[src/rtl/instruction_fetch.sv]
// ---------------------------------------------------------------------------
// instruction_fetch
//   Sequential instruction fetch stage. It keeps a fetch request open to
//   instruction memory and accepts one instruction per acknowledged cycle.
//   It also follows branch/jump redirects and freezes while downstream
//   asserts stall.
//
// Ports
//   f_clk, f_rst_n  : clock (rising edge) / async active-low reset
//   i_instr, i_ack  : instruction word and acknowledge from memory
//   change_pc       : redirect request; alu_pc_value is the redirect target
//   i_stall         : downstream stall, freezes all state
//   o_syn           : fetch request strobe (high continuously out of reset)
//   o_addr_instr    : address of the pending fetch request
//   o_instr, pc     : last accepted instruction and its address
//   o_ce            : one-cycle valid for the next stage per accepted word
// ---------------------------------------------------------------------------
module instruction_fetch #(
    parameter int I_WIDTH  = 32,
    parameter int A_WIDTH  = 32,
    parameter int PC_WIDTH = 32
) (
    input  logic                f_clk,
    input  logic                f_rst_n,
    input  logic [I_WIDTH-1:0]  i_instr,
    input  logic                i_ack,
    input  logic                change_pc,
    input  logic [PC_WIDTH-1:0] alu_pc_value,
    input  logic                i_stall,
    output logic                o_syn,
    output logic [A_WIDTH-1:0]  o_addr_instr,
    output logic [I_WIDTH-1:0]  o_instr,
    output logic [PC_WIDTH-1:0] pc,
    output logic                o_ce
);

    logic [A_WIDTH-1:0]  r_addr;
    logic [I_WIDTH-1:0]  r_instr;
    logic [PC_WIDTH-1:0] r_pc;
    logic                r_ce;
    logic                r_syn;

    logic [A_WIDTH-1:0]  w_redirect_addr;
    logic [PC_WIDTH-1:0] w_pc_load;
    logic [A_WIDTH-1:0]  w_addr_next;
    logic                w_accept;

    // PC-domain and address-domain values may differ in width: zero-extend
    // or truncate. Low bits pass unmodified, so there is no alignment check.
    generate
        if (PC_WIDTH >= A_WIDTH) begin : g_pc_wide
            assign w_redirect_addr = alu_pc_value[A_WIDTH-1:0];
            assign w_pc_load       = {{(PC_WIDTH-A_WIDTH){1'b0}}, r_addr};
        end else begin : g_addr_wide
            assign w_redirect_addr = {{(A_WIDTH-PC_WIDTH){1'b0}}, alu_pc_value};
            assign w_pc_load       = r_addr[PC_WIDTH-1:0];
        end
    endgenerate

    // Increment wraps naturally modulo 2^A_WIDTH.
    assign w_addr_next = r_addr + A_WIDTH'(4);
    // The strobe has to be up before an ack counts. This keeps an ack on the
    // very first edge after reset from being taken as an accept.
    assign w_accept    = r_syn & i_ack & ~i_stall & ~change_pc;

    always_ff @(posedge f_clk or negedge f_rst_n) begin
        if (!f_rst_n) begin
            r_addr  <= '0;
            r_instr <= '0;
            r_pc    <= '0;
            r_ce    <= 1'b0;
            r_syn   <= 1'b0;
        end else begin
            // Once out of reset the strobe never drops. Under stall the
            // register is still loaded, but with the value it already holds.
            r_syn <= 1'b1;
            if (change_pc) begin
                // Redirect wins over stall and discards any same-cycle ack.
                r_addr <= w_redirect_addr;
                r_ce   <= 1'b0;
            end else if (i_stall) begin
                // Freeze: o_ce keeps its value too, so a pending valid stays
                // visible until downstream can take it.
            end else if (w_accept) begin
                r_instr <= i_instr;
                r_pc    <= w_pc_load;
                r_ce    <= 1'b1;
                r_addr  <= w_addr_next;
            end else begin
                r_ce <= 1'b0;
            end
        end
    end

    assign o_syn        = r_syn;
    assign o_addr_instr = r_addr;
    assign o_instr      = r_instr;
    assign pc           = r_pc;
    assign o_ce         = r_ce;

endmodule

[config.mk]
export PLATFORM = sky130hd
export DESIGN_NAME = instruction_fetch
export DESIGN_NICKNAME = d
export VERILOG_FILES = /design/src/rtl/instruction_fetch.sv
export SDC_FILE = /design/constraint.sdc
export NUM_CORES = 1
export LEC_CHECK = 0
export CAP_MARGIN = 25
export CORE_MARGIN = 5
export CORE_UTILIZATION = 25
export CTS_CLUSTER_DIAMETER = 150
export DETAILED_ROUTE_END_ITERATION = 8
export GPL_TIMING_DRIVEN = 0
export PLACE_DENSITY = 0.54
export SLEW_MARGIN = 20
export SYNTH_ARGS = -nofsm -noshare
export SYNTH_HDL_FRONTEND = slang
export SYNTH_SLANG_ARGS = --single-unit
[constraint.sdc]
create_clock -name f_clk -period 3 [get_ports f_clk]
set_input_delay 0.6 -clock f_clk [delete_from_list [all_inputs] [get_ports f_clk]]
set_output_delay 0.6 -clock f_clk [all_outputs]
set_load 0.1 [all_outputs]
**Yosys cells after proc, flatten, opt, wreduce, memory -nomap -nowiden**

Index checks and enable logic that the tools add are counted.

- $add $sub $neg: 1
- $mul: 0
- Div/mod/pow operators: 0
- Magnitude comparators: 0
- Eq/ne operators: 1
- Shift operators: 0
- Muxes and demuxes: 6
- Bitwise logic cells: 5
- Reductions and logical operators: 3

Operators by type and width:

| kind | number |
|---|---|
| $mux W32 | 3 |
| $add A32 B3 Y32 const B | 1 |
| $and A1 B1 Y1 | 3 |
| $mux W1 | 3 |
| $reduce_and A3 Y1 | 1 |
| $ne A2 B2 Y1 const B | 1 |
| $not A1 Y1 | 2 |
| $reduce_and A2 Y1 | 1 |
| $reduce_bool A2 Y1 | 1 |

- Register bits: 98
- Bits in latches: 0
- Memory bits (writable): 0
- ROM bits: 0
- Input port bits: 69
- Output and inout bits: 98
- Word-level logic and storage cells: 21
- Memories kept: 0

**Longest topological paths before layout**

- Word-level depth: 6
- Gate-level depth with buffers: 7
- Gate-level depth less buffers: 6

**Least setup slack after synthesis**

No wires, ideal clock.

- Kind: register -> register
- From: register r_addr[4], in the netlist o_addr_instr[4]
- To: register r_addr[25], in the netlist o_addr_instr[25]
- Library setup time: 125 ps
- Arrival time: 2314 ps
- Data required time: 2875 ps
- Setup slack: 561 ps
- Stages on the path, launching flop included: 7
- Buffers on the path: 1
- Period minus slack after synthesis: 2439 ps
- Path through: dfrtp_1 nand3_2 or3_1 buf_6 nor4_4 xor2_1 mux2_2

- Longest elaborated chain between the ends: 4

Ends and longest elaborated chain:

| what | RTL line | RTL |
|---|---|---|
| start: declaration | 37 | `logic [A_WIDTH-1:0] r_addr;` |
| start signal: assignment | 79 | `r_addr <= w_redirect_addr;` |
| start signal: assignment | 88 | `r_addr <= w_addr_next;` |
| $add A32 B3 Y32 | 61 | `assign w_addr_next = r_addr + A_WIDTH'(4);` |
| $mux W32 | 84 | `end else if (w_accept) begin` |
| $mux W32 | 81 | `end else if (i_stall) begin` |
| $mux W32 | 77 | `if (change_pc) begin` |

Every way passes these cells. The select of a mux whose other input is x is not followed.
A chain may end at the register's enable or synchronous reset.

**Worst setup path in the final report**

- From: register r_addr[17], in the netlist o_addr_instr[17]
- To: output o_addr_instr[17]

RTL lines:

| what | RTL line | RTL |
|---|---|---|
| end: declaration | 31 | `output logic [A_WIDTH-1:0] o_addr_instr,` |

No word-level cell between the ends.

==> impl_metrics.toml <==
[floorplanning]
io_pins = 167
start_util_pct = 25.2
coreArea_mm2 = 0.0171
rows = 48
die_width_um = 141
die_y_um = 141
die_area_mm2 = 0.0199

[outcome]
status = "finished clean"

[sta]
finalHoldViolations = 0
fmax_ghz = 0.372
rsz0062_at_grt = "no"
period_minus_slack_ps = 2690
fin_worst_skew_ps = 6.73
setup_violations = 0
slew-limit-headroom_pct = 31.9
drv_slew = 0
setup_ws_ps = 313
tns_ps = 0
period_share_pct = 89.6
worst_slew_pin_slew_ps = 1020

[logic_synthesis]
synth_ff_type = "dfrtp_1"
synthTopCellsByCount = "98 x dfrtp_1, 68 x mux2_2, 43 x nand2_1, 19 x o21ai_0, 17 x xnor2_1"
synth_nets = 408
yosysMostFrequentCell = "dfrtp_1"
syn_inst = 338
synth_top_cell_by_area = "dfrtp_1"
netlist.area_leader.share_pct = 57.2
synth_cell_type_count = 36
syn_area_per_cell_um2 = 12.7
seq_area_frac_synth_pct = 57.2
async_flop_share_pct = 100
syn_area_mm2 = 0.00429
yosys_warnings = 0
synth.area.top_cells = "dfrtp_1 57%, mux2_2 18%, nand2_1 3.8%"
ys_ff_latch = 98
synth_edf_count = 0

[run]
drv_cap = 0

[drt]
vias_per_cell = 4.39
via_count = 3274
drt_iter0_drc = 130
ant_nets = 0
dr.pass1.iters = 4
wirelength_um = 12100
drc = 0
wire_per_inst_um = 16.2

[clocking]
cts_tree = "built"
cts_hold_buf = 0
cts_buffer_depth = 2
post_cts_buffers = 0
clk_pin_slew_worst_paths_ps = 60
cts_inserted_buffers = 9
clkLatencyLatePin_ps = 340
cts_resized = 0
root_buffer = "clkbuf_16"
h-tree-depth = 3
clkSinkCount = 98

[power_and_ir_drop]
power_w = 0.00569
ir_worst_vdd_v = 0.000433
pwr_density_cell_mw_per_mm2 = 866
leakagePower_nw = 2.65

[placement]
hpwlAfterDp_um = 9200
port_buffers = 165
dp_slack_ps = -43.7
gp_congestion = 0.726

[grt]
antenna_found_initial = 0
grt_max_degree = 61
grt_usage_pct = 12.5
grt_pass1_vias = 3632
grt_overflow = 0
grt_pass1_wl_um = 19600

[critical_path]
path_class = "flop to primary output"
required_ps = 2400
worst_setup_path_start_kind = "flop"
critical-path-top-delay-family = "buffers and inverters"
cp.arrival_ps = 2090
cp-end-kind = "primary output"
slowest_stage = "clkdlybuf4s50_1"
crit_path_cell_trace = "clkdlybuf4s50_1"
worst-path-buf-inv = 1
cp_max_fo = 7
cp_slowest_stage_delay_ps = 1210

[finish]
n_antenna_cell = 0
drive_gt1_share_pct = 21.2
syn2layout_area_growth_pct = 53.0
nets = 586
final_util_pct = 38.5

[min_path]
hold_class = "primary input to async pin"
==> report_power, final <==
part	switching [W]	total, W	leakage (nW)	internal, W
clock network	0.000476	0.00119	0.152	0.000709
registers	0.000169	0.00173	1.19	0.00156
logic	0.00209	0.00277	1.30	0.000674
total	0.00274	0.00569	2.65	0.00295
==> stage by stage <==
stage	instance area, µm²	hold slack (ps)	std cells
2_1_floorplan	4290	304	338
3_3_place_gp	6220	489	728
3_5_place_dp	6250	495	729
4_1_cts	6560	154	744
5_1_grt	6570	173	745
6_report	6570	155	745
==> worst paths after layout <==
kind / from / endpoint / slack [ps] / depth (start not counted)
max: o_addr_instr[17]$_DFFE_PN0P_ / o_addr_instr[17] / 310 / 1
min: f_rst_n / pc[13]$_DFFE_PN0P_ / 150 / 1
max reg2reg: o_addr_instr[2]$_DFFE_PN0P_ / o_addr_instr[30]$_DFFE_PN0P_ / 980 / 6
min reg2reg: o_instr[16]$_DFFE_PN0P_ / o_instr[16]$_DFFE_PN0P_ / 510 / 1
max in group asynchronous: f_rst_n / o_instr[2]$_DFFE_PN0P_ / 2220 / 2
min in group f_clk: o_instr[16]$_DFFE_PN0P_ / o_instr[16]$_DFFE_PN0P_ / 510 / 1
==> area by class of cell <==
class / instances / area (µm²)
sequential: 98 / 2450
clock inverter: 2 / 35.0
buffer: 16 / 101
fill: 1696 / 10500
clock buffer: 13 / 270
tap: 225 / 282
multi-input combinational: 223 / 1730
inverter: 1 / 3.75
timing repair buffer: 167 / 1690
==> flip-flops by register name, summed over array words and instances, names as in the netlist <==
register and count:
o_ce 1, o_instr 32, o_syn 1, o_addr_instr 32, pc 32
==> cell families (layout without fill, tap and decap cells) <==
kind of cell	after synthesis	count (layout)	synth area share, %
xor+xnor	29	29	5.92
fa+ha+maj	1	1	0.292
other cells	1	1	0.0874
flops	98	98	57.2
compound gates	29	29	3.38
mux	69	69	18.1
simple gates	94	94	12.6
buf+inv	17	199	2.45
==> placed cells by master (no fill, tap or decap), drive strengths merged, types with 2 or more instances in the layout <==
cell | netlist | final
nand4 | 8 | 8
nor2 | 3 | 3
and4 | 5 | 5
and2 | 2 | 2
nor3 | 8 | 8
nor4 | 7 | 7
or3 | 2 | 2
xnor2 | 17 | 17
buf | 10 | 13
clkbuf | 6 | 19
nand3 | 7 | 7
nand2 | 43 | 43
dfrtp | 98 | 98
clkdlybuf4s50 | 0 | 164
and3 | 6 | 6
o21ai | 28 | 28
mux2 | 68 | 68
xor2 | 12 | 12
==> metal layers <==
layer / GRT usage, % / vias up / part of all wire [%]
met4: 5.30 / 0 / 2.7
li1: - / 1536 / -
met3: 5.02 / 25 / 8.8
met5: 0 / - / 0
met1: 15.3 / 1591 / 43
met2: 19.7 / 122 / 46
Power figures use the tool's default switching activity.
